===== config.mk =====
export PLATFORM = sky130hd
export DESIGN_NAME = cordic_ci_initiator
export DESIGN_NICKNAME = d
export VERILOG_FILES = /design/src/rtl/cordic_ci_initiator.sv
export SDC_FILE = /design/constraint.sdc
export NUM_CORES = 1
export LEC_CHECK = 0
export CAP_MARGIN = 30
export CORE_MARGIN = 2
export CORE_UTILIZATION = 40
export DETAILED_ROUTE_END_ITERATION = 10
export GPL_TIMING_DRIVEN = 0
export HOLD_SLACK_MARGIN = 0.06
export PLACE_DENSITY = 0.75
export SETUP_SLACK_MARGIN = 0.15
export SLEW_MARGIN = 10
export SYNTH_ARGS = -nofsm -noshare
export SYNTH_HDL_FRONTEND = slang
export SYNTH_SLANG_ARGS = --single-unit

===== constraint.sdc =====
create_clock -name clock -period 5.4 [get_ports clock]
set_clock_uncertainty 0.2 [all_clocks]
set_input_delay 1.08 -clock clock [delete_from_list [all_inputs] [get_ports clock]]
set_output_delay 1.08 -clock clock [all_outputs]
set_load 0.03 [all_outputs]

===== src/rtl/cordic_ci_initiator.sv =====
// Master-side sequencer for the multicycle cosine CORDIC custom-instruction
// slave. Takes FP32 angles from a valid/ready stream, runs one slave
// operation per angle, and presents the cosine (or a NaN timeout marker) on
// a one-entry valid/ready output register.
//
// state | meaning
// ------+------------------------------------------------------------------
// IDLE  | no op in flight; accepts an angle when the output slot is free
// ISSUE | one cycle of start/clk_en to load the slave; done is stale here
// WAIT  | slave iterating; capture on done, abort after TIMEOUT_CYCLES
module cordic_ci_initiator #(
    parameter int TIMEOUT_CYCLES = 16,
    parameter int CNT_W          = 16
) (
    input  logic             clock,
    input  logic             aclr,
    input  logic             in_valid,
    output logic             in_ready,
    input  logic [31:0]      in_data,
    output logic             out_valid,
    input  logic             out_ready,
    output logic [31:0]      out_data,
    output logic             out_err,
    output logic             ci_clk_en,
    output logic             ci_start,
    output logic [31:0]      ci_dataa,
    input  logic [31:0]      ci_result,
    input  logic             ci_done,
    output logic [CNT_W-1:0] op_count,
    output logic [CNT_W-1:0] timeout_count
);

    localparam int WAIT_W = (TIMEOUT_CYCLES > 1) ? $clog2(TIMEOUT_CYCLES) : 1;
    localparam logic [WAIT_W-1:0] WAIT_LOAD = WAIT_W'(TIMEOUT_CYCLES - 1);
    localparam logic [31:0] TIMEOUT_NAN = 32'h7FC0_0000;

    typedef enum logic [1:0] {
        S_IDLE  = 2'd0,
        S_ISSUE = 2'd1,
        S_WAIT  = 2'd2
    } state_t;

    state_t            state;
    state_t            state_nxt;
    logic [WAIT_W-1:0] wait_cnt;
    logic              accept;
    logic              capture_ok;
    logic              capture_to;

    // Next-state decode and slave handshake; everything is forced quiet while
    // aclr is high so the slave never sees a start or enable during reset.
    always_comb begin
        state_nxt  = state;
        in_ready   = 1'b0;
        ci_start   = 1'b0;
        ci_clk_en  = 1'b0;
        accept     = 1'b0;
        capture_ok = 1'b0;
        capture_to = 1'b0;
        case (state)
            S_IDLE: begin
                in_ready = !out_valid || out_ready;
                if (in_valid && in_ready) begin
                    accept    = 1'b1;
                    state_nxt = S_ISSUE;
                end
            end
            S_ISSUE: begin
                ci_start  = 1'b1;
                ci_clk_en = 1'b1;
                state_nxt = S_WAIT;
            end
            S_WAIT: begin
                if (ci_done) begin
                    capture_ok = 1'b1;
                    state_nxt  = S_IDLE;
                end else if (wait_cnt == '0) begin
                    capture_to = 1'b1;
                    state_nxt  = S_IDLE;
                end else begin
                    // Enable only while done is low so the slave freezes
                    // with done/result stable on the capture cycle.
                    ci_clk_en = 1'b1;
                end
            end
            default: state_nxt = S_IDLE;
        endcase
        if (aclr) begin
            in_ready   = 1'b0;
            ci_start   = 1'b0;
            ci_clk_en  = 1'b0;
            accept     = 1'b0;
            capture_ok = 1'b0;
            capture_to = 1'b0;
            state_nxt  = S_IDLE;
        end
    end

    // State register.
    always_ff @(posedge clock) begin
        if (aclr) state <= S_IDLE;
        else      state <= state_nxt;
    end

    // Angle register and timeout down-counter (terminal count at zero).
    always_ff @(posedge clock) begin
        if (aclr) begin
            ci_dataa <= '0;
            wait_cnt <= '0;
        end else begin
            if (accept) ci_dataa <= in_data;
            if (state == S_ISSUE)
                wait_cnt <= WAIT_LOAD;
            else if (state == S_WAIT && wait_cnt != '0)
                wait_cnt <= wait_cnt - WAIT_W'(1);
        end
    end

    // Output slot and statistics; a capture wins over a same-cycle consume.
    always_ff @(posedge clock) begin
        if (aclr) begin
            out_valid     <= 1'b0;
            out_err       <= 1'b0;
            out_data      <= '0;
            op_count      <= '0;
            timeout_count <= '0;
        end else if (capture_ok) begin
            out_valid <= 1'b1;
            out_err   <= 1'b0;
            out_data  <= ci_result;
            op_count  <= op_count + CNT_W'(1);
        end else if (capture_to) begin
            out_valid <= 1'b1;
            out_err   <= 1'b1;
            out_data  <= TIMEOUT_NAN;
            if (timeout_count != '1)
                timeout_count <= timeout_count + CNT_W'(1);
        end else if (out_valid && out_ready) begin
            out_valid <= 1'b0;
        end
    end

endmodule

# Word level (Yosys, flattened, before mapping)
# Index checks and enable logic that the tools add are counted.
dict set report classes {
  n_mux 29
  mul 0
  addsub 3
  n_reduce_logical 14
  bitwise 1
  n_shift 0
  magnitude_cmp 0
  n_eq_ne 5
  div_mod_pow 0
}
# cell count
set ops {}
lappend ops {{$mux W32} 2}
lappend ops {{$add A16 B1 Y16 const B} 2}
lappend ops {{$mux W1} 20}
lappend ops {{$ne A16 B16 Y1 const B} 1}
lappend ops {{$mux W4} 2}
lappend ops {{$mux W2} 3}
lappend ops {{$pmux W2 S3} 1}
lappend ops {{$logic_not A4 Y1} 1}
lappend ops {{$reduce_bool A2 Y1} 2}
lappend ops {{$reduce_bool A4 Y1} 1}
lappend ops {{$sub A4 B1 Y4 const B} 1}
lappend ops {{$logic_and A1 B1 Y1} 3}
lappend ops {{$ne A3 B3 Y1 const B} 1}
lappend ops {{$reduce_and A3 Y1} 1}
lappend ops {{$reduce_bool A3 Y1} 1}
lappend ops {{$eq A2 B1 Y1 const B} 1}
lappend ops {{$eq A2 B2 Y1 const B} 1}
lappend ops {{$logic_not A2 Y1} 1}
lappend ops {{$ne A2 B2 Y1 const B} 1}
lappend ops {{$pmux W1 S2} 1}
lappend ops {{$reduce_and A2 Y1} 1}
lappend ops {{$reduce_or A2 Y1} 1}
lappend ops {{$logic_not A1 Y1} 1}
lappend ops {{$logic_or A1 B1 Y1} 1}
lappend ops {{$not A1 Y1} 1}
dict set report word_totals {
  ram_bits 0
  regBits 104
  mem_count 0
  output_inout_bits 101
  latch_bits 0
  romBits 0
}

# Longest topological paths before layout
dict set report depth {
  ltp_word 7
  depth_mapped 8
  depth_no_buf 6
}

# Worst setup path after synthesis
# No wires, ideal clock.
dict set report synth_path {
  path_kind {input-to-output}
  start {in aclr}
  end {out in_ready}
  stages 3
  setup_slack_ps 1911
  arrival_ps 2209
  path_cell_list {clkbuf_1 -> clkbuf_1 -> nor3b_1}
}
dict set report synth_between {
  elab_chain_len 1
}
# item line
set synth_lines {}
lappend synth_lines {{start: declaration} 16} ;# input logic aclr,
lappend synth_lines {{$mux W1} 88} ;# if (aclr) begin
lappend synth_lines {{end: declaration} 18} ;# output logic in_ready,
# Every way passes these cells.

# Final worst setup path
dict set report layout_path {
  start {in aclr}
  end {out ci_start}
}
dict set report layout_between {
  elab_chain_len 1
}
# item line
set layout_lines {}
lappend layout_lines {{$mux W1} 88}
lappend layout_lines {{end: declaration} 25} ;# output logic ci_start,
# Every way passes these cells.

==> results by group <==
Floorplan
  • Die Wd: 108 um
  • I/O pin total: 170
  • Die Height: 108 um
  • Initial core utilization: between 40 and 50%
  • # rows: 37
  • DIE AREA: between 10000 and 15000 um2
  • Core area: between 10000 and 15000 um2

Run
  • MaxCap Viol Count: 0

Worst setup path
  • Worst path arrival time: ~3400 ps
  • Critical-path top delay cell: clkdlybuf4s50_1
  • Critical path class: input port to output pin
  • Crit-path max FO: 10
  • Register-to-Register Path Depth: 7
  • Worst Setup EP: ci_start
  • CP peak stage delay: 640 ps
  • Type of origin of the critical path: input port
  • Slack of the worst reg-to-reg path: ~3100 ps
  • CP startpoint: aclr
  • Worst Setup End Kind: output pin
  • Worst path cell trace: clkdlybuf4s50_1 > clkbuf_1 > clkbuf_1 > nor2_1 > clkdlybuf4s50_1
  • Reg2reg end: timeout_count[1]
  • Beginning of the worst register-to-register path: wait_cnt[0]
  • Critical Path RT: 4120 ps

Yosys
  • Register area share after synthesis: a little under 50%
  • Synth Flop Type: dfxtp_1
  • Post-synth top area share: 48.4%
  • #FFs+latches synth: roughly 100
  • Post-synth EDFFs: 0
  • Synth cell types: between 40 and 50
  • Synth cell count leaders: dfxtp_1 (104), o21ai_0 (46), inv_1 (43)
  • Mean cell area of the mapped netlist: 9.34 um2
  • Post-Synthesis Cell Area: 4300 um2
  • Async SR Flop Fraction: 0%
  • Synthesized Nets: 538
  • Synth top area cells: dfxtp_1 (48%), nand3b_1 (5.9%), o21ai_0 (5.3%), a22o_1 (4.9%), inv_1 (3.8%)
  • Yosys top cell by area: dfxtp_1
  • Synth warn: 0
  • Syn Inst Count: 461
  • Top-count cell post-synth: dfxtp_1

STA
  • F_max: 0.216 GHz
  • Setup TNS: 0 ps
  • Worst-margin pin slew: a little under 700 ps
  • Fin crit share: 85.7%
  • Hold_ws: 273 ps
  • Fin crit period: between 4000 and 5000 ps
  • Final hold violations: 0
  • Final setup viols: 0
  • RSZ-0062 raised after global routing: false
  • Final slew viol count: 0
  • Slew headroom: between 50% and 60%

Finish
  • Layout cell share with drive strength beyond 1: ~4.3%
  • Multi-input logic area: 1950 um2
  • Area delta synth->final: 47.6%
  • N_diodes: 0
  • Layout fillers: 927
  • Seq. cell area: between 2000 and 2500 um2
  • Nets@finish: 718
  • Fin cells: 781
  • Post-route cell area: 6350 um2

Drt
  • Routed wire length per instance: roughly 15 um
  • Via density: approximately 5.2
  • # DRC: 0
  • Antenna Nets Post-Route: 0
  • WL final: 11600 um
  • DRT iter0 DRCs: 191
  • Initial DRT Pass Iterations: 4
  • DR vias: approximately 4000

Clock tree
  • PostCTS Resize Cnt: 0
  • CTS Buf Count: 9
  • Skew-Pair Late Insertion Delay: 360 ps
  • CTS sink cnt: 104
  • Clock buffer depth: 2
  • Setup bufs post-CTS: 0
  • Clk pin slew, worst setup/hold paths: 100 ps
  • CTS root buf: clkbuf_8
  • # H-tree levels: 3
  • CTS Hold Bufs: 0
  • CTS tree: built

Placement
  • Placed Instance Area: around 6200 um2
  • Placer congestion estimate: 0.775
  • I/O Buffers: around 170
  • Placed Cells: 766
  • Hpwl dp: 8890 um

GRT
  • Vias in the first global route: 3883
  • Initial antenna violation count: 0
  • Met3 usage: 6.36%
  • Met2 usage: 33.3%
  • Total grt overflow: 0
  • Global-route wire length before repair: 18700 um
  • Grt peak-use layer: met2
  • Largest net degree at the start of global routing: 19
  • Overall routing resource usage: between 20% and 30%
  • GR Util met1: approximately a quarter

Status
  • Status: finished, final reports clean

Power and ir drop
  • Total power draw: between 1.5 and 2 mW
  • Maximum vdd drop: 0.000160 V
  • Static leakage: 2.41 nW
  • Pwr Density: around 270 nW/um2

Min path
  • Hold path depth: 1
  • HP Class: register to register
==> placed cells by master, fill, tap and decap left out, drive strengths merged, types with 11 or more instances in the layout <==
master / netlist / final
a21oi: 26 / 26
a22o: 24 / 24
nand3b: 34 / 34
nand3: 15 / 15
clkbuf: 22 / 32
nor2b: 12 / 12
nor2: 13 / 13
clkdlybuf4s50: 0 / 169
o31ai: 11 / 11
dfxtp: 104 / 104
inv: 43 / 46
o21ai: 46 / 46
==> routing by layer <==
layer,share of wire (%),wire [um]
met1,41,4780
met4,2.9,332
met3,8.0,931
met5,0,0
met2,48,5570
==> logic make-up (layout without fill, tap and decap cells) <==
logic type / count (synthesis) / count (layout) / synth area share [%]
flops: 104 / 104 / 48.4
simple gates: 143 / 143 / 22.2
fa+ha+maj: 8 / 8 / 2.33
buf+inv: 70 / 254 / 6.25
xor+xnor: 9 / 9 / 1.83
mux: 2 / 2 / 0.494
compound gates: 125 / 125 / 18.5
==> registers in the layout, indices dropped and copies added (netlist names) <==
register       flops
ci_dataa          32
out_data          32
op_count          16
timeout_count     16
wait_cnt           4
state              2
out_err            1
out_valid          1
==> worst min-delay path by stage <==
| stage | from | end | slack (ps) |
|---|---|---|---|
| 3_3_place_gp | out_err | out_err | 250 |
| 2_1_floorplan | state[1] | state[1] | 270 |
| 6_report | out_err | out_err | 270 |
| 3_5_place_dp | out_err | out_err | 250 |
| 5_1_grt | out_data[18] | out_data[18] | 300 |
| 4_1_cts | out_err | out_err | 280 |
==> final cells by class <==
class | instances | share of cell area (%)
inverters | 43 | 2.54
clock buffers | 10 | 2.17
multi-input cells | 287 | 30.7
flip-flops and latches | 104 | 32.8
well taps | 136 | 2.68
repair buffers | 169 | 26.6
clock inverters | 5 | 0.768
plain buffers | 27 | 1.69
==> where the power goes <==
group          switching (mW)  total (mW)  leakage, nW  internal [mW]
Sequential             0.0339       0.853        0.845          0.819
Combinational           0.214       0.393         1.46          0.179
Clock                   0.274       0.462       0.0968          0.188
Total                   0.522        1.71         2.41           1.19
==> worst max-delay path: cells and delay by family <==
kind / cells / cell delay (ps)
and+or+nand+nor: 1 / 120
buffers and inverters: 4 / 2150
==> metrics by stage <==
stage / setup slack (ps) / util [%]
2_1_floorplan: 1910 / -
5_1_grt: 612 / 61.3
6_report: 774 / 61.3
3_5_place_dp: 761 / 59.5
4_1_cts: 750 / 61.3
3_3_place_gp: 737 / 59.5
Note: power is estimated with default switching activity, not from simulation.
